==> config.mk <==
export PLATFORM = sky130hd
export DESIGN_NAME = quadrature_decoder
export DESIGN_NICKNAME = d
export VERILOG_FILES = /design/src/rtl/quadrature_decoder.sv
export SDC_FILE = /design/constraint.sdc
export NUM_CORES = 1
export LEC_CHECK = 0
export ABC_AREA = 1
export BUFFER_PORTS_ARGS = -buffer_cell sky130_fd_sc_hd__buf_2
export CAP_MARGIN = 20
export CORE_MARGIN = 4
export CORE_UTILIZATION = 45
export DETAILED_ROUTE_END_ITERATION = 7
export PLACE_DENSITY = 0.66
export SETUP_SLACK_MARGIN = 0.5
export SLEW_MARGIN = 20
export SYNTH_ARGS = -nofsm -noshare
export SYNTH_HDL_FRONTEND = slang
export SYNTH_SLANG_ARGS = --single-unit
==> constraint.sdc <==
create_clock -name clk -period 3.55 [get_ports clk]
set_input_delay 0.5325 -clock clk [delete_from_list [all_inputs] [get_ports clk]]
set_output_delay 0.5325 -clock clk [all_outputs]
set_load 0.01 [all_outputs]
==> src/rtl/quadrature_decoder.sv <==
// quadrature_decoder: synchronised, glitch-filtered A/B quadrature decoder with wrapping position counter
module quadrature_decoder #(
  parameter int WIDTH      = 8,
  parameter int FILTER_LEN = 2
) (
  input  logic             clk,
  input  logic             reset_n,
  input  logic             a_in,
  input  logic             b_in,
  input  logic             load_en,
  input  logic [WIDTH-1:0] data_in,
  input  logic             clear_err,
  output logic [WIDTH-1:0] pos_out,
  output logic             step_pulse,
  output logic             dir_out,
  output logic             err_out
);
  logic [1:0] s1_q, s2_q, prev_q, filt_q, filt_d, vld_q, diff;
  logic [3:0] cnt_q, cnt_d, run;
  logic [WIDTH-1:0] pos_q, pos_d;
  logic primed_q, prime, accept, up, dn, bad, step_q, dir_q, dir_d, err_q, err_d;
  // vld_q marks when s2 first holds a real sample, so priming sees the actual encoder state
  always_comb begin
    run    = (s2_q == prev_q) ? cnt_q + 4'd1 : 4'd0;
    prime  = vld_q[1] && !primed_q;
    accept = primed_q && (s2_q != filt_q) && (run == 4'(FILTER_LEN - 1));
    cnt_d  = (!primed_q || s2_q == filt_q || accept) ? 4'd0 : run;
    diff   = {s2_q[1], ^s2_q} - {filt_q[1], ^filt_q};
    up     = accept && diff == 2'd1;
    dn     = accept && diff == 2'd3;
    bad    = accept && diff == 2'd2;
    filt_d = (prime || accept) ? s2_q : filt_q;
    pos_d  = load_en ? data_in : up ? pos_q + WIDTH'(1) : dn ? pos_q - WIDTH'(1) : pos_q;
    dir_d  = up ? 1'b1 : dn ? 1'b0 : dir_q;
    err_d  = bad || (err_q && !clear_err);
  end
  always_ff @(posedge clk) begin
    if (!reset_n) begin
      s1_q     <= '0;
      s2_q     <= '0;
      prev_q   <= '0;
      vld_q    <= '0;
      filt_q   <= '0;
      cnt_q    <= '0;
      primed_q <= 1'b0;
      pos_q    <= '0;
      step_q   <= 1'b0;
      dir_q    <= 1'b1;
      err_q    <= 1'b0;
    end else begin
      s1_q     <= {a_in, b_in};
      s2_q     <= s1_q;
      prev_q   <= s2_q;
      vld_q    <= {vld_q[0], 1'b1};
      filt_q   <= filt_d;
      cnt_q    <= cnt_d;
      primed_q <= primed_q || vld_q[1];
      pos_q    <= pos_d;
      step_q   <= up || dn;
      dir_q    <= dir_d;
      err_q    <= err_d;
    end
  end
  assign pos_out    = pos_q;
  assign step_pulse = step_q;
  assign dir_out    = dir_q;
  assign err_out    = err_q;
endmodule
==> results by group, run 1 <==
Status
  • Status: completed

Floorplanning
  • Die area: 0.00410 sq mm
  • # rows: 20
  • Die X: 64.1 um
  • Initial core utilization: 0.467
  • Die outline height: 64.1 um
  • IO Pins: 25
  • Core ar.: 0.00303 sq mm

Place
  • GPL Wtd Cong: 0.857
  • Placed inst area: around 0.0016 sq mm
  • Post-detail-place hpwl: slightly above 2000 um
  • Port Buf Inserts: 24
  • Pre-CTS setup slack: 0.513 ns

Critical path
  • Critical-path cell list: xnor2_1 -> ha_1 -> inv_1 -> nand3_1 -> nand2_1 -> nor2_1 -> nand4_1 -> buf_4 -> ha_1 -> a21oi_1 -> nand2_1 -> nand2_1 -> nand2_1 -> a21oi_1 -> xor2_1 -> o21ai_1 -> a21oi_1
  • CP top delay family: simple AND/OR/NAND/NOR gates
  • Critical Path RT: 3.83 ns
  • Worst Path Arrival: 2.93 ns
  • Reg-to-Reg Start: s2_q[1]
  • Max incr delay on CP: around 0.45 ns
  • CP endpoint kind: register
  • Worst-path maximum fanout: 7
  • Critical Path Start Type: register
  • Slowest cell on crit path: dfxtp_1
  • CP dominant cell by count: nand2_1
  • Critical Path Start: s2_q[1]
  • CP Buf/Inv Count: 2
  • Setup CP Type: reg -> reg

Logic synthesis
  • Ys Warns: 0
  • Synth area leader: dfxtp_1
  • Primary FF master, synth: dfxtp_1
  • Count leader, synth: nand2_1
  • Largest cells by area after synthesis: dfxtp_1, nand2_1, ha_1, inv_1, a21oi_1
  • Cell variety after synth: 28
  • Share of the synthesized area in the top cell type: 0.368
  • Post-Syn Nets: 217
  • Seq cells post-synth: 26
  • Mapped Area: about 0.0014 sq mm
  • Sequential area share after synthesis: 0.368
  • Post-synth ARST share: 0
  • Post-synth top cells: nand2_1, inv_1, dfxtp_1
  • Syn_area_per_cell: 7.33 sq um
  • Post-synth EDFFs: 0
  • Cells after Synth: 193

Clock tree
  • CTS max path bufs: 2
  • Clock Latency Late Sink: 0.33 ns
  • # clock sinks: 26
  • CTS Buf Count: 3
  • Hold buffers post-CTS: 0
  • Worst-path clk slew: 0.15 ns
  • Clock Tree Root: clkbuf_4
  • CTS tree: built
  • H-tree levels: 1

Detailed routing
  • DR iter-0 viols: 48
  • Vias/cell: 4.73
  • DRT Pass-1 Iters: 4
  • WL/cell: 10.3 um
  • Drt total wl: 2740 um
  • Total number of vias: 1253
  • Number of routed nets with antenna violations: 0
  • DRC viols: 0

Global routing
  • Initial antenna violation count: 0
  • Largest net degree at the start of global routing: 18
  • Overall global routing resource usage: 0.147
  • Total gr overflow: 0
  • Vias in the first global route: 1125
  • First-pass GRT wire length: 4920 um

Min path
  • Hold Crit Start: a_in
  • Worst Hold Class: in -> reg

Finish
  • Final core occ: 0.544
  • Layout net count: 246
  • Layout Area Growth over Synthesis: 16.5%
  • Diode count: 0
  • Share of layout cells above drive strength 1: 0.222
  • FILL cells: 301
  • Cell area after layout: 0.00165 sq mm

Timing
  • Final Hold Vio Count: 0
  • Final Setup Violations: 0
  • Setup TNS: 0 ns
  • Worst-Margin Slew: ~0.31 ns
  • Slew Viols, Final: 0
  • Slew headroom: 0.789
  • Max Clock Skew: 0.00895 ns
  • PnR worst setup slack: about 0.9 ns
  • F_max: 0.377 GHz
  • RSZ-0062 raised after global routing: false
  • Period utilization: 0.747
  • Crit path time final: around 2.7 ns

Power
  • Max IR drop VDD: 209 uV
  • P_leak: 0.828 nW
  • PD cells: between 400 and 500 mW/mm^2

Job
  • Max_cap viols: 0
-- cells by family (layout without fill, tap and decap cells) --
family          count (synthesis)  after routing  synth area share
fa+ha+maj                      10             10            0.0938
flops                          26             26             0.368
xor+xnor                        7              7            0.0434
buf+inv                        36             64             0.101
compound gates                 34             34             0.135
simple gates                   80             80             0.259
-- path summary, 6_finish.rpt --
check / to / slack, ns / cells after the start
max: pos_out[6] / 0.90 / 17
min: s1_q[1] / 0.38 / 3
min reg2reg: s2_q[0] / 0.42 / 2
max reg2reg: pos_out[6] / 0.90 / 17
-- registers in the layout (all words and copies together) (netlist names) --
| register | cells |
|---|---|
| cnt_q | 4 |
| dir_out | 1 |
| err_out | 1 |
| filt_q | 2 |
| pos_out | 8 |
| prev_q | 2 |
| primed_q | 1 |
| s1_q | 2 |
| s2_q | 2 |
| step_pulse | 1 |
| vld_q | 2 |
-- worst reg2reg max path, stage by stage, from the launching register on --
cell and delay [ns]:
dfxtp_1 0.45, xnor2_1 0.16, ha_1 0.20, inv_1 0.05
nand3_1 0.07, nand2_1 0.07, nor2_1 0.13, nand4_1 0.10
buf_4 0.18, ha_1 0.35, a21oi_1 0.18, nand2_1 0.08
nand2_1 0.08, nand2_1 0.05, a21oi_1 0.15, xor2_1 0.16
o21ai_1 0.07, a21oi_1 0.11
-- repair_timing --
| item | 4_1_cts | 5_1_grt |
|---|---|---|
| setup buffers | 3 | 0 |
| pin swaps | 1 | 0 |
| gates cloned | 0 | 0 |
| gates resized for setup | 0 | 1 |
| endpoints found under the setup margin | 2 | 1 |
-- final cells by class --
type / instances / area, sq um / share of cell area
tap: 44 / 55.1 / 0.0334
clock buffer: 3 / 22.5 / 0.0137
multi-input combinational: 131 / 751 / 0.456
timing repair buffer: 27 / 143 / 0.0866
inverter: 33 / 124 / 0.0752
sequential: 26 / 522 / 0.317
clock inverter: 1 / 30.0 / 0.0182
-- placed cells by master, fill, tap and decap left out, drive strengths merged --
| cell type | n |
|---|---|
| nor2 | 15 |
| buf | 27 |
| a211oi | 1 |
| a31oi | 2 |
| nor3 | 5 |
| bufinv | 1 |
| o31ai | 1 |
| nand3 | 10 |
| xnor2 | 4 |
| clkinv | 1 |
| o21ai | 10 |
| o211ai | 1 |
| dfxtp | 26 |
| nand4 | 4 |
| clkbuf | 3 |
| a21oi | 18 |
| nand2 | 46 |
| ha | 9 |
| xor2 | 3 |
| inv | 32 |
| o22ai | 1 |
| fa | 1 |
-- layer usage --
metal	up-vias	part of all wire	global-route usage	routed length (um)
met5	-	0	0	0
met1	542	0.49	0.211	1350
met4	0	0.0069	0.0485	19
met3	4	0.055	0.0246	151
met2	28	0.44	0.223	1210
li1	679	-	-	-
-- where the power goes --
part | switching (W) | internal [W]
Combinational | 0.0000985 | 0.0000684
Clock | 0.0000931 | 0.000114
Sequential | 0.0000146 | 0.000309
-- per-stage QoR --
stage | cells | hold WS (ns) | total power (W)
floorplan | 193 | 0.390 | 0.000454
global placement | 258 | 0.394 | 0.000494
detailed placement | 258 | 0.396 | 0.000495
CTS | 265 | 0.360 | 0.000704
global route | 265 | 0.382 | 0.000744
finish | 265 | 0.377 | 0.000698
Power figures use the tool's default switching activity.
==> run 2, diff against run 1 <==
clock period = 2.6 ns   (was 3.55 ns; I/O delays follow)
==> run 2 against run 1 <==
  * Global-route usage rose by 1.2 points
  * Critical path depth did not move
  * Largest power group unchanged
  * Largest cell class unchanged
  * Non-clock buffer count rose by 4
  * Highest routed layer unchanged
==> results by group, run 2 (synthesized netlist as in run 1, its figures left out) <==
Min path
  • Worst Hold Class: in -> reg
  • Hold Crit Start: a_in
  • Hold EP: s1_q[1]
  • Worst Hold Path Cells: 3

Timing
  • RSZ-0062 raised after global routing: true
  • Worst-Margin Slew: 0.314 ns
  • F_max: 0.391 GHz
  • Max Clock Skew: 0.00518 ns
  • Slew headroom: 0.789
  • Final Setup Violations: 0
  • Final Hold Vio Count: 0
  • Slew Viols, Final: 0
  • Period utilization: 0.984
  • Setup TNS: 0 ns
  • Crit path time final: 2.56 ns

Global routing
  • Grt peak-use layer: met2
  • Total gr overflow: 0
  • First-pass GRT wire length: 5380 um
  • Largest net degree at the start of global routing: 18
  • Met2 global-route usage: 0.274
  • Met3 Use GR: 0.0316
  • Met1 Use GR: 0.205
  • Overall global routing resource usage: 0.160
  • Initial antenna violation count: 0
  • Vias in the first global route: roughly 1300

Clock tree
  • Clock Tree Root: clkbuf_4
  • CTS max path bufs: 2
  • H-tree levels: 1
  • Clock Latency Late Sink: 0.32 ns
  • # clock sinks: 26
  • CTS tree: built
  • Worst-path clk slew: 0.15 ns
  • CTS Buf Count: 3

Detailed routing
  • Vias/cell: 4.78
  • Number of routed nets with antenna violations: 0
  • Total number of vias: about 1300
  • Drt total wl: 3080 um
  • DRC viols: 0
  • WL/cell: approximately 11 um
  • DR iter-0 viols: 41
  • DRT Pass-1 Iters: 6

Critical path
  • Reg2reg end: pos_out[6]
  • Slowest cell on crit path: dfxtp_2
  • Worst-path maximum fanout: 5
  • Register-to-Register Path Depth: 17
  • Max incr delay on CP: 0.37 ns
  • Worst Path Arrival: 2.83 ns
  • Setup CP Type: reg -> reg
  • CP dominant cell by count: nand2_2
  • Reg-to-Reg Start: filt_q[1]
  • Critical Path Start Type: register
  • Flop-to-flop setup slack: 0.04 ns
  • CP endpoint kind: register
  • Critical Path RT: 2.87 ns
  • Critical-path cell list: xor2_1 -> ha_2 -> inv_2 -> nand3_2 -> nand2_2 -> nor2_2 -> nand4_1 -> buf_6 -> fa_2 -> nand3_2 -> nand2_2 -> nand2_2 -> nand2_2 -> a21oi_2 -> xor2_1 -> o21ai_1 -> a21oi_1

Place
  • Post-detail-place hpwl: 2190 um
  • GPL Wtd Cong: 0.851
  • Port Buf Inserts: 24

Power
  • Max IR drop VDD: 281 uV
  • PD cells: 563 mW/mm^2
  • P_leak: 0.864 nW
  • Total Power: 0.00100 W

Floorplanning
  • Core ar.: between 0.003 and 0.004 sq mm
  • Initial core utilization: 0.467
  • Die outline height: 64.1 um
  • # rows: 20
  • Die area: just over 0.004 sq mm
  • IO Pins: 25
  • Die X: between 60 and 70 um

Finish
  • Layout Area Growth over Synthesis: 26.0%
  • Leading cell types in the layout, fill and taps excluded: nand2_1, inv_1, buf_2
  • Layout net count: 250
  • Share of layout cells above drive strength 1: 0.338
  • Max reg flops: 8
  • Diode count: 0
  • Commonest non-fill, non-tap cell in the layout: nand2_1

Status
  • Status: completed

Job
  • Max_cap viols: 0
run 2: power by group:
group,leakage [nW],total [W],internal (W),switching (W)
clock,0.0279,0.000283,0.000156,0.000127
combinational,0.620,0.000276,0.000119,0.000156
sequential,0.215,0.000444,0.000422,0.0000213
total,0.864,0.00100,0.000698,0.000305
run 2: timing repair:
item,in CTS,in global routing
endpoints found under the hold margin,0,0
hold buffers,0,0
pin swaps,0,4
resized for setup,6,11
cloned,0,1
setup endpoints to repair,7,7
setup buffers,2,1
run 2: worst max-delay path by stage:
stage | startpoint | end | cells past startpoint
3_5_place_dp | filt_q[0] | pos_out[6] | 17
4_1_cts | filt_q[0] | pos_out[6] | 17
2_1_floorplan | s2_q[1] | pos_out[6] | 16
6_report | filt_q[1] | pos_out[6] | 17
3_3_place_gp | filt_q[0] | pos_out[6] | 17
5_1_grt | filt_q[1] | pos_out[6] | 17
run 2: worst max-delay path: cells and delay by family (launching register included):
family | cells | cell delay (ns)
flip-flops | 1 | 0.37
AND/OR/NAND/NOR | 8 | 0.65
buffers and inverters | 2 | 0.22
AO/OA/AOI/OAI | 3 | 0.35
XOR/XNOR | 2 | 0.34
adder cells (fa/ha/maj) | 2 | 0.58
run 2: metrics by stage:
stage	util	setup WS (ns)	hold WS (ns)	cells	instance area, sq um
4_1_cts	0.571	0.0507	0.231	267	1730
3_3_place_gp	0.538	0.134	0.394	261	1630
2_1_floorplan	-	0.0432	0.390	193	1450
6_report	0.588	0.0411	0.237	269	1780
3_5_place_dp	0.538	-0.0228	0.403	261	1630
5_1_grt	0.588	-0.0997	0.236	269	1780
run 2: cell type report:
cell class	instances	area (sq um)
Fill cell	289	1250
Multi-Input combinational cell	131	851
Sequential cell	26	526
Timing Repair Buffer	31	174
Inverter	33	124
Tap cell	44	55.1
Clock inverter	1	30.0
Clock buffer	3	22.5
run 2: routing by layer:
metal / part of all wire / routed length [um] / up-vias
met2: 0.46 / 1430 / 28
met3: 0.048 / 149 / 2
met1: 0.48 / 1480 / 575
met4: 0.0049 / 15 / 0
li1: - / - / 681
met5: 0 / 0 / -
==> run 3, diff against run 2 <==
CORE_MARGIN = unset   (was 4)
CORE_UTILIZATION = 54   (was 45)
PLACE_DENSITY = 0.77   (was 0.66)
==> run 3 against run 2 <==
  * The run now ends with negative setup slack left
  * Worst setup slack got worse by 0.14 ns
  * Clock skew increased by 0.0019 ns
  * Die area decreased by 31%
  * First-iteration DRC count decreased by 4.9%
  * Via count increased by 8.8%
==> results by group, run 3 (synthesized netlist as in run 1, its figures left out) <==
Status
  • Status: finished with violations
  • Failing checks: negative setup slack

Critical path
  • Worst-path maximum fanout: 5
  • CP endpoint kind: register
  • Setup CP Type: reg -> reg
  • Worst Path Arrival: 2.97 ns
  • Reg-to-Reg Start: filt_q[0]
  • Flop-to-flop setup slack: -0.10 ns
  • Critical Path Start Type: register
  • Critical Path Start: filt_q[0]
  • Critical Path RT: 2.87 ns

Place
  • Port Buf Inserts: 24
  • Post-detail-place hpwl: 2180 um
  • GPL Wtd Cong: 0.840

Floorplanning
  • Core ar.: around 0.0025 sq mm
  • IO Pins: 25
  • Initial core utilization: 0.571
  • Die area: 0.00283 sq mm
  • Die X: 53.2 um
  • Die outline height: 53.2 um
  • # rows: 18

Timing
  • F_max: 0.370 GHz
  • Worst-Margin Slew: 0.352 ns
  • Max Clock Skew: 0.00705 ns
  • Period utilization: 1.04
  • Final Setup Violations: 3
  • Final Hold Vio Count: 0
  • Setup TNS: -0.123 ns
  • Slew Viols, Final: 0
  • RSZ-0062 raised after global routing: true
  • Crit path time final: 2.70 ns
  • PnR worst setup slack: -0.103 ns
  • Slew headroom: 0.764

Detailed routing
  • Drt total wl: 3550 um
  • WL/cell: 13.7 um
  • Vias/cell: 5.40
  • DRT Pass-1 Iters: 4
  • Number of routed nets with antenna violations: 0
  • DR iter-0 viols: 39
  • Total number of vias: 1399
  • DRC viols: 0

Job
  • Max_cap viols: 0

Clock tree
  • Clock Tree Root: clkbuf_4
  • H-tree levels: 1
  • # clock sinks: 26
  • Worst-path clk slew: 0.15 ns
  • CTS Buf Count: 3
  • Clock Latency Late Sink: 0.33 ns
  • CTS tree: built
  • CTS max path bufs: 2
  • Hold buffers post-CTS: 0

Global routing
  • Overall global routing resource usage: 0.235
  • First-pass GRT wire length: 4780 um
  • Total gr overflow: 0
  • Initial antenna violation count: 0
  • Largest net degree at the start of global routing: 18
  • Vias in the first global route: 1144

Min path
  • Hold Crit Start: a_in
  • Worst Hold Class: in -> reg

Finish
  • Share of layout cells above drive strength 1: 0.389
  • Leading cell types in the layout, fill and taps excluded: nand2_1, inv_1, buf_2
  • Commonest non-fill, non-tap cell in the layout: nand2_1
  • Diode count: 0
  • Area of the multi-input gates: 921 sq um
  • Layout net count: 254
  • Max reg flops: 8
  • FF+latch area: 526 sq um
  • FILL cells: about 190
  • Layout Area Growth over Synthesis: 31.6%

Power
  • PD cells: 538 mW/mm^2
  • P_leak: 0.890 nW
  • Total Power: around 0.0010 W
  • Max IR drop VDD: around 400 uV
==> run 3: area by class of cell <==
cell class	count	area share
clock buffer	4	0.0195
inverter	33	0.0679
multi-input combinational	131	0.495
sequential	26	0.282
tap	30	0.0202
timing repair buffer	35	0.115
==> run 3: stage by stage <==
| stage | util | worst slack [ns] | instance area [sq um] | cells | hold slack (ns) |
|---|---|---|---|---|---|
| detailed placement | 0.653 | 0.00274 | 1620 | 248 | 0.403 |
| finish | 0.751 | -0.103 | 1860 | 259 | 0.222 |
| floorplan | - | 0.0432 | 1450 | 193 | 0.390 |
| global placement | 0.653 | 0.137 | 1620 | 248 | 0.395 |
| global route | 0.751 | -0.215 | 1860 | 259 | 0.228 |
| CTS | 0.711 | 0.132 | 1760 | 258 | 0.227 |
==> run 3: final timing paths <==
| check | to | cells past startpoint |
|---|---|---|
| setup reg to reg | pos_out[6] | 17 |
| hold reg to reg | s2_q[1] | 2 |
| setup / recovery | pos_out[6] | 17 |
| hold / removal | s1_q[1] | 3 |
==> run 3: timing repair <==
item | in CTS | in global routing
resized for setup | 11 | 23
pin swaps | 0 | 16
setup buffers | 5 | 1
hold endpoints to repair | 0 | 0
setup endpoints to repair | 7 | 7
cloned | 1 | 0
==> run 3: layer usage <==
metal  global-route usage  vias to the layer above  wire length (um)
li1                     -                      695                 -
met1                0.309                      644              1530
met2                0.388                       52              1770
met3               0.0402                        8               173
met4               0.0746                        0                70
met5                    0                        -                 0
==> run 3: worst max-delay path, stage by stage (launching register included) <==
cell and delay, ns:
dfxtp_2 0.38, xor2_2 0.16, ha_2 0.22, inv_2 0.04
nand3_2 0.06, nand2_2 0.06, nor2_2 0.11, nand4_1 0.20
buf_6 0.21, ha_4 0.27, a21oi_2 0.19, nand2_2 0.10
nand2_2 0.07, nand2_1 0.06, a21oi_2 0.13, xor2_1 0.16
o21ai_1 0.09, a21oi_1 0.12
==> run 3: power by group <==
| part | internal, W | total (W) | switching (W) |
|---|---|---|---|
| Combinational | 0.000151 | 0.000340 | 0.000189 |
| Sequential | 0.000422 | 0.000445 | 0.0000230 |
| Clock | 0.0000858 | 0.000215 | 0.000129 |
| Total | 0.000659 | 0.00100 | 0.000341 |
